<file path="config.mk">
export PLATFORM = sky130hd
export DESIGN_NAME = sdram_frame_scheduler
export DESIGN_NICKNAME = d
export VERILOG_FILES = /design/src/rtl/sdram_frame_scheduler.sv
export SDC_FILE = /design/constraint.sdc
export NUM_CORES = 1
export LEC_CHECK = 0
export ABC_AREA = 1
export CORE_ASPECT_RATIO = 1.4
export CORE_MARGIN = 5
export CORE_UTILIZATION = 37
export CTS_CLUSTER_DIAMETER = 100
export DETAILED_ROUTE_END_ITERATION = 7
export PLACE_DENSITY_LB_ADDON = 0.12
export SLEW_MARGIN = 20
export SYNTH_ARGS = -nofsm -noshare
export SYNTH_HDL_FRONTEND = slang
export SYNTH_SLANG_ARGS = --single-unit
</file>
<file path="constraint.sdc">
create_clock -name CLK -period 2.12 [get_ports CLK]
set_clock_uncertainty 0.2 [all_clocks]
set_input_delay 0.636 -clock CLK [delete_from_list [all_inputs] [get_ports CLK]]
set_output_delay 0.636 -clock CLK [all_outputs]
set_load 0.02 [all_outputs]
</file>
<file path="src/rtl/sdram_frame_scheduler.sv">
// sdram_frame_scheduler
//   Triple-buffer frame scheduler for the write-side-1 / read-side-1 ports of
//   the 4-port SDRAM controller. Tracks the buffer being written by the
//   camera, the buffer being read by the display and the latest complete
//   frame. On each accepted vsync rising edge it reprograms the port
//   start/max addresses and pulses the port LOAD for LOAD_CYCLES clocks.
//
//   Optional feature macro: SCHED_DROP_CNT_EN adds the DROP_CNT port, a
//   saturating count of published frames replaced before the display took them.
//
// Ports
//   CLK, RESET                  controller clock, async active-high reset
//   ENABLE                      scheduling enable (low: edges ignored, frame
//                               in progress discarded)
//   WR_VS, RD_VS                camera / display vsync levels (CLK domain)
//   WR1_ADDR/MAX_ADDR/LENGTH/LOAD   write port programming
//   RD1_ADDR/MAX_ADDR/LENGTH/LOAD   read port programming
//   WR_IDX, RD_IDX              buffers currently written / read
//   FRAME_VALID                 a complete frame has been published
//   DROP_CNT                    dropped-frame count (SCHED_DROP_CNT_EN only)

// Per-side LOAD sequencer. accept is the qualified edge (only in S_RUN);
// load is the registered LOAD pulse, high for LOAD_CYCLES clocks.
module sdram_frame_scheduler_load_fsm #(
  parameter int LOAD_CYCLES = 4
) (
  input  logic CLK,
  input  logic RESET,
  input  logic trig,
  output logic accept,
  output logic load
);
  typedef enum logic {S_RUN, S_LOAD} state_t;
  state_t     state, state_nxt;
  logic [3:0] cnt, cnt_nxt;

  always_ff @(posedge CLK or posedge RESET) begin
    if (RESET) begin
      state <= S_RUN;
      cnt   <= '0;
    end else begin
      state <= state_nxt;
      cnt   <= cnt_nxt;
    end
  end

  always_comb begin
    state_nxt = state;
    cnt_nxt   = cnt;
    accept    = 1'b0;
    case (state)
      S_RUN: if (trig) begin
        accept    = 1'b1;
        state_nxt = S_LOAD;
        cnt_nxt   = 4'(LOAD_CYCLES - 1);
      end
      S_LOAD: if (cnt == 4'd0) state_nxt = S_RUN;
              else             cnt_nxt   = cnt - 4'd1;
      default: state_nxt = S_RUN;
    endcase
  end

  assign load = (state == S_LOAD);
endmodule

module sdram_frame_scheduler #(
  parameter int              ASIZE       = 23,
  parameter int              FRAME_WORDS = 640*480,
  parameter logic [ASIZE-1:0] BASE_ADDR  = '0,
  parameter logic [ASIZE-1:0] BUF_STRIDE = 23'h100000,
  parameter int              BURST_LEN   = 256,
  parameter int              LOAD_CYCLES = 4
) (
  input  logic             CLK,
  input  logic             RESET,
  input  logic             ENABLE,
  input  logic             WR_VS,
  input  logic             RD_VS,
  output logic [ASIZE-1:0] WR1_ADDR,
  output logic [ASIZE-1:0] WR1_MAX_ADDR,
  output logic [8:0]       WR1_LENGTH,
  output logic             WR1_LOAD,
  output logic [ASIZE-1:0] RD1_ADDR,
  output logic [ASIZE-1:0] RD1_MAX_ADDR,
  output logic [8:0]       RD1_LENGTH,
  output logic             RD1_LOAD,
  output logic [1:0]       WR_IDX,
  output logic [1:0]       RD_IDX,
`ifdef SCHED_DROP_CNT_EN
  output logic [15:0]      DROP_CNT,
`endif
  output logic             FRAME_VALID
);
  localparam int SIDES = 2;  // [0] write side, [1] read side

  function automatic logic [ASIZE-1:0] buf_base(input logic [1:0] k);
    return BASE_ADDR + BUF_STRIDE * ASIZE'(k);
  endfunction

  // Lowest buffer that is neither the published frame nor the display buffer.
  function automatic logic [1:0] pick_wr(input logic lv, input logic [1:0] l,
                                         input logic [1:0] r);
    if (!(lv && l == 2'd0) && r != 2'd0)      return 2'd0;
    else if (!(lv && l == 2'd1) && r != 2'd1) return 2'd1;
    else                                      return 2'd2;
  endfunction

  logic [1:0]       wr_idx, rd_idx, latest;
  logic             latest_v, wr_active, latest_shown;
  logic [SIDES-1:0] vs_q, vs_in, side_trig, side_acc, side_load;

  assign vs_in     = {RD_VS, WR_VS};
  assign side_trig = vs_in & ~vs_q & {SIDES{ENABLE}};

  always_ff @(posedge CLK or posedge RESET) begin
    if (RESET) vs_q <= '0;
    else       vs_q <= vs_in;
  end

  for (genvar s = 0; s < SIDES; s++) begin : g_side
    sdram_frame_scheduler_load_fsm #(.LOAD_CYCLES(LOAD_CYCLES)) u_load (
      .CLK    (CLK),
      .RESET  (RESET),
      .trig   (side_trig[s]),
      .accept (side_acc[s]),
      .load   (side_load[s])
    );
  end

  // Next-state buffer bookkeeping. Ordering matters for simultaneous edges:
  // publish, then the read side takes the new frame, then the writer picks
  // a buffer against both updated values.
  logic [1:0] latest_n, rd_n, wr_n;
  logic       latest_v_n, shown_n, wr_active_n;
`ifdef SCHED_DROP_CNT_EN
  logic       drop;
`endif

  always_comb begin
    latest_n    = latest;
    latest_v_n  = latest_v;
    shown_n     = latest_shown;
    wr_active_n = wr_active & ENABLE;
    rd_n        = rd_idx;
    wr_n        = wr_idx;
`ifdef SCHED_DROP_CNT_EN
    drop        = 1'b0;
`endif
    if (side_acc[0]) begin
      if (wr_active) begin
`ifdef SCHED_DROP_CNT_EN
        drop       = latest_v & ~latest_shown;
`endif
        latest_n   = wr_idx;
        latest_v_n = 1'b1;
        shown_n    = 1'b0;
      end
      wr_active_n = 1'b1;
    end
    if (side_acc[1] && latest_v_n) begin
      rd_n    = latest_n;
      shown_n = 1'b1;
    end
    if (side_acc[0]) wr_n = pick_wr(latest_v_n, latest_n, rd_n);
  end

  always_ff @(posedge CLK or posedge RESET) begin
    if (RESET) begin
      wr_idx       <= 2'd0;
      rd_idx       <= 2'd2;
      latest       <= 2'd0;
      latest_v     <= 1'b0;
      latest_shown <= 1'b0;
      wr_active    <= 1'b0;
      WR1_ADDR     <= buf_base(2'd0);
      WR1_MAX_ADDR <= buf_base(2'd0) + ASIZE'(FRAME_WORDS);
      RD1_ADDR     <= buf_base(2'd2);
      RD1_MAX_ADDR <= buf_base(2'd2) + ASIZE'(FRAME_WORDS);
    end else begin
      wr_idx       <= wr_n;
      rd_idx       <= rd_n;
      latest       <= latest_n;
      latest_v     <= latest_v_n;
      latest_shown <= shown_n;
      wr_active    <= wr_active_n;
      // Addresses only move on an accepted edge, so they hold through LOAD.
      if (side_acc[0]) begin
        WR1_ADDR     <= buf_base(wr_n);
        WR1_MAX_ADDR <= buf_base(wr_n) + ASIZE'(FRAME_WORDS);
      end
      if (side_acc[1]) begin
        RD1_ADDR     <= buf_base(rd_n);
        RD1_MAX_ADDR <= buf_base(rd_n) + ASIZE'(FRAME_WORDS);
      end
    end
  end

`ifdef SCHED_DROP_CNT_EN
  always_ff @(posedge CLK or posedge RESET) begin
    if (RESET)                          DROP_CNT <= '0;
    else if (drop && DROP_CNT != 16'hFFFF) DROP_CNT <= DROP_CNT + 16'd1;
  end
`endif

  assign WR1_LOAD    = side_load[0];
  assign RD1_LOAD    = side_load[1];
  assign WR1_LENGTH  = 9'(BURST_LEN);
  assign RD1_LENGTH  = 9'(BURST_LEN);
  assign WR_IDX      = wr_idx;
  assign RD_IDX      = rd_idx;
  assign FRAME_VALID = latest_v;
endmodule
</file>
==> summary.txt <==
Floorplan
  – Core area: 5120 µm²
  – Die H: 95.5 µm
  – Num rows: 31
  – Die Area: 6780 µm²
  – Initial Util: 37.7%
  – Chip width: 71.1 µm
  – I/O pins: 122

Global route
  – Vias in the first global route: 1,040
  – Congestion Overflow GR: 0
  – First-pass GRT wire length: 4620 µm
  – Initial antenna violation count: 0
  – Overall Global Routing Usage: 8.50%
  – Largest net degree at the start of global routing: 25

Drt
  – Antenna viol nets, final: 0
  – DRC violations left: 0
  – Routed WL: between 3000 and 4000 µm
  – Vias: 1,162
  – Via/cell ratio: ~3.5
  – DR WL/cell: between 9 and 10 µm
  – DR iter-0 viols: 24
  – DRT Pass-1 Iters: 2

STA
  – Fin crit period: 1.98 ns
  – Final period util: 93.3%
  – Final setup fails: 0
  – Max Fclk: 505 MHz
  – Unrepaired setup endpoints after global routing: false
  – Slew Limit Fails: 0
  – Endpoints failing hold: 0
  – PnR worst setup slack: 0.142 ns

Setup path
  – Crit Path Class: register to output pin
  – Buf+Inv Stages, Crit Path: 1
  – Setup crit end kind: output pin
  – Reg2reg start: g_side[1].u_load.load$_DFF_PP0_
  – CP startpoint: RD1_MAX_ADDR[21]$_DFFE_PP1N_
  – Max incr delay on CP: 0.54 ns
  – Crit path DAT: 1.14 ns
  – R2r setup slk: 0.41 ns
  – RR Endpoint: WR_IDX[0]$_DFF_PP0_
  – Crit-path slowest cell: dfstp_2
  – Stages on worst setup path: 1
  – Crit-path cells: dlygate4sd2_1
  – Crit-path leading delay family: flip-flops
  – Worst R2R Path Depth: 11
  – Critical path fanouts, max: 3
  – Critical Path Sink: RD1_MAX_ADDR[21]
  – Worst EP required: 1.28 ns
  – CP startpoint kind: register

Placement
  – Dpl cells: 324
  – RD Place Congestion: 0.678
  – Setup slack at placement: -0.279 ns
  – Area after DPL: 1870 µm²
  – PortBufs: 19
  – DP HPWL: approximately 2600 µm

Clock network
  – Clock Latency Late Sink: 0.27 ns
  – CTS Buffer Depth: 2
  – CTS tree: built
  – Clk pin slew, worst setup/hold paths: 0.09 ns
  – H-tree levels: 1
  – Clk sinks: 24
  – Clock tree root buffer cell: clkbuf_8
  – Total CTS buffers: 3

Synthesis
  – Seq cells post-synth: 24
  – Avg Inst Size Synth: 8.29 µm²
  – Netlist cell types: 25
  – Synth warn: 0
  – Cells after Synth: about 230
  – Post-synthesis sequential area ratio: between 30% and 40%
  – Post-Syn Area: 1930 µm²

Outcome
  – Status: finished clean

Final layout
  – Share of layout cells above drive strength 1: 16.0%
  – Final Net Count: 270
  – Layout fillers: roughly 560
  – Commonest cells after routing, fill and taps aside: conb_1, nand2_1, dfrtp_1, inv_1, buf_4
  – Fin area: 1990 µm²
  – Commonest non-fill, non-tap cell in the layout: conb_1
  – Cell Count, Final, Fillers Out: 328
  – N_diodes: 0
  – Syn-to-layout area delta: 2.98%
  – Utilization after layout: 38.8%

Pwr
  – Leak pwr: 1.24 nW
  – Peak VDD IR: 0.000423 V
  – Tot Pwr: ~2 mW
  – PD cells: a little over 1000 nW/µm²

Min path
  – Min-delay worst type: register to register

Job
  – Max Cap Violations: 0
==> synthesized netlist by cell type <==
cell     count  share of area [%]
xnor2_1      2               0.91
nand2_1     28                5.4
inv_1       20                3.9
dfstp_2      2                2.7
a21oi_1      1               0.26
o21ai_0      4                1.0
xor2_1       1               0.45
nand3_2      1               0.52
inv_2        2               0.39
nand2_4      4                2.3
a31oi_1      3               0.97
buf_4      106                 41
nor2_2       1               0.32
nand2_2      7                2.3
nor2_4       1               0.58
o21ai_2      1               0.45
conb_1       2               0.39
o22ai_1      3               0.97
nor2_1       6                1.2
nand4_1      1               0.32
a21oi_2      1               0.45
dfrtp_1     22                 29
nand3_1     10                2.6
ha_1         2                1.3
nor3_1       2               0.52
==> flip-flops by register name, summed over array words and instances (netlist names), 2 cells and up <==
name,cells
RD1_MAX_ADDR,2
RD_IDX,2
WR1_MAX_ADDR,2
WR_IDX,2
g_side.u_load.cnt,8
g_side.u_load.load,2
latest,2
vs_q,2
==> repair_timing <==
| action | in CTS | in global routing |
|---|---|---|
| endpoints found under the setup margin | 8 | 12 |
| pin swaps | 0 | 1 |
| resized for setup | 8 | 16 |
| hold buffers | 0 | 0 |
| cloned | 0 | 0 |
| setup buffers | 0 | 0 |
==> cell type report <==
| type | count | area [µm²] | share of cell area, % |
|---|---|---|---|
| multi-input combinational | 181 | 856 | 43.0 |
| inverter | 22 | 82.6 | 4.15 |
| timing repair buffer | 31 | 293 | 14.7 |
| clock inverter | 1 | 30.0 | 1.51 |
| tap | 66 | 82.6 | 4.15 |
| clock buffer | 3 | 41.3 | 2.08 |
| sequential | 24 | 603 | 30.3 |
==> cell families (layout without fill, tap and decap cells) <==
family,count (synthesis),after routing,share of synthesized area (%)
buffers and inverters,128,57,45.5
AND/OR/NAND/NOR,61,61,16.1
flip-flops,24,24,31.2
AO/OA/AOI/OAI,13,13,4.15
XOR/XNOR,3,3,1.36
adder cells (fa/ha/maj),2,2,1.30
other,2,102,0.389
==> report_power, final <==
part	switching (mW)	internal, mW	total [mW]
Combinational	0.615	0.331	0.947
Clock	0.151	0.252	0.404
Sequential	0.0969	0.614	0.711
Total	0.864	1.20	2.06
==> per-stage QoR <==
step | hold WS, ns | setup TNS, ns
2_1_floorplan | 0.249 | 0
3_3_place_gp | 0.267 | -1.80
3_5_place_dp | 0.274 | -2.23
4_1_cts | 0.292 | 0
5_1_grt | 0.320 | 0
6_report | 0.291 | 0
==> worst min path at each step <==
stage,endpoint,slack [ns],depth (start not counted),from
finish,g_side[1].u_load.cnt[0]$_DFFE_PP0P_,0.29,1,g_side[1].u_load.cnt[0]$_DFFE_PP0P_
global route,g_side[1].u_load.cnt[0]$_DFFE_PP0P_,0.32,1,g_side[1].u_load.cnt[0]$_DFFE_PP0P_
CTS,g_side[1].u_load.cnt[0]$_DFFE_PP0P_,0.29,1,g_side[1].u_load.cnt[0]$_DFFE_PP0P_
detailed placement,g_side[1].u_load.cnt[0]$_DFFE_PP0P_,0.27,1,g_side[1].u_load.cnt[0]$_DFFE_PP0P_
global placement,g_side[1].u_load.cnt[0]$_DFFE_PP0P_,0.27,1,g_side[1].u_load.cnt[0]$_DFFE_PP0P_
floorplan,g_side[1].u_load.cnt[0]$_DFFE_PP0P_,0.25,1,g_side[1].u_load.cnt[0]$_DFFE_PP0P_
==> layer usage <==
| layer | wire, µm | vias up | GRT usage (%) |
|---|---|---|---|
| met5 | 0 | - | 0 |
| met4 | 20 | 0 | 2.82 |
| met1 | 1070 | 531 | 9.68 |
| met2 | 1620 | 65 | 15.6 |
| met3 | 396 | 2 | 1.90 |
| li1 | - | 564 | - |
Note: power is estimated with default switching activity, not from simulation.
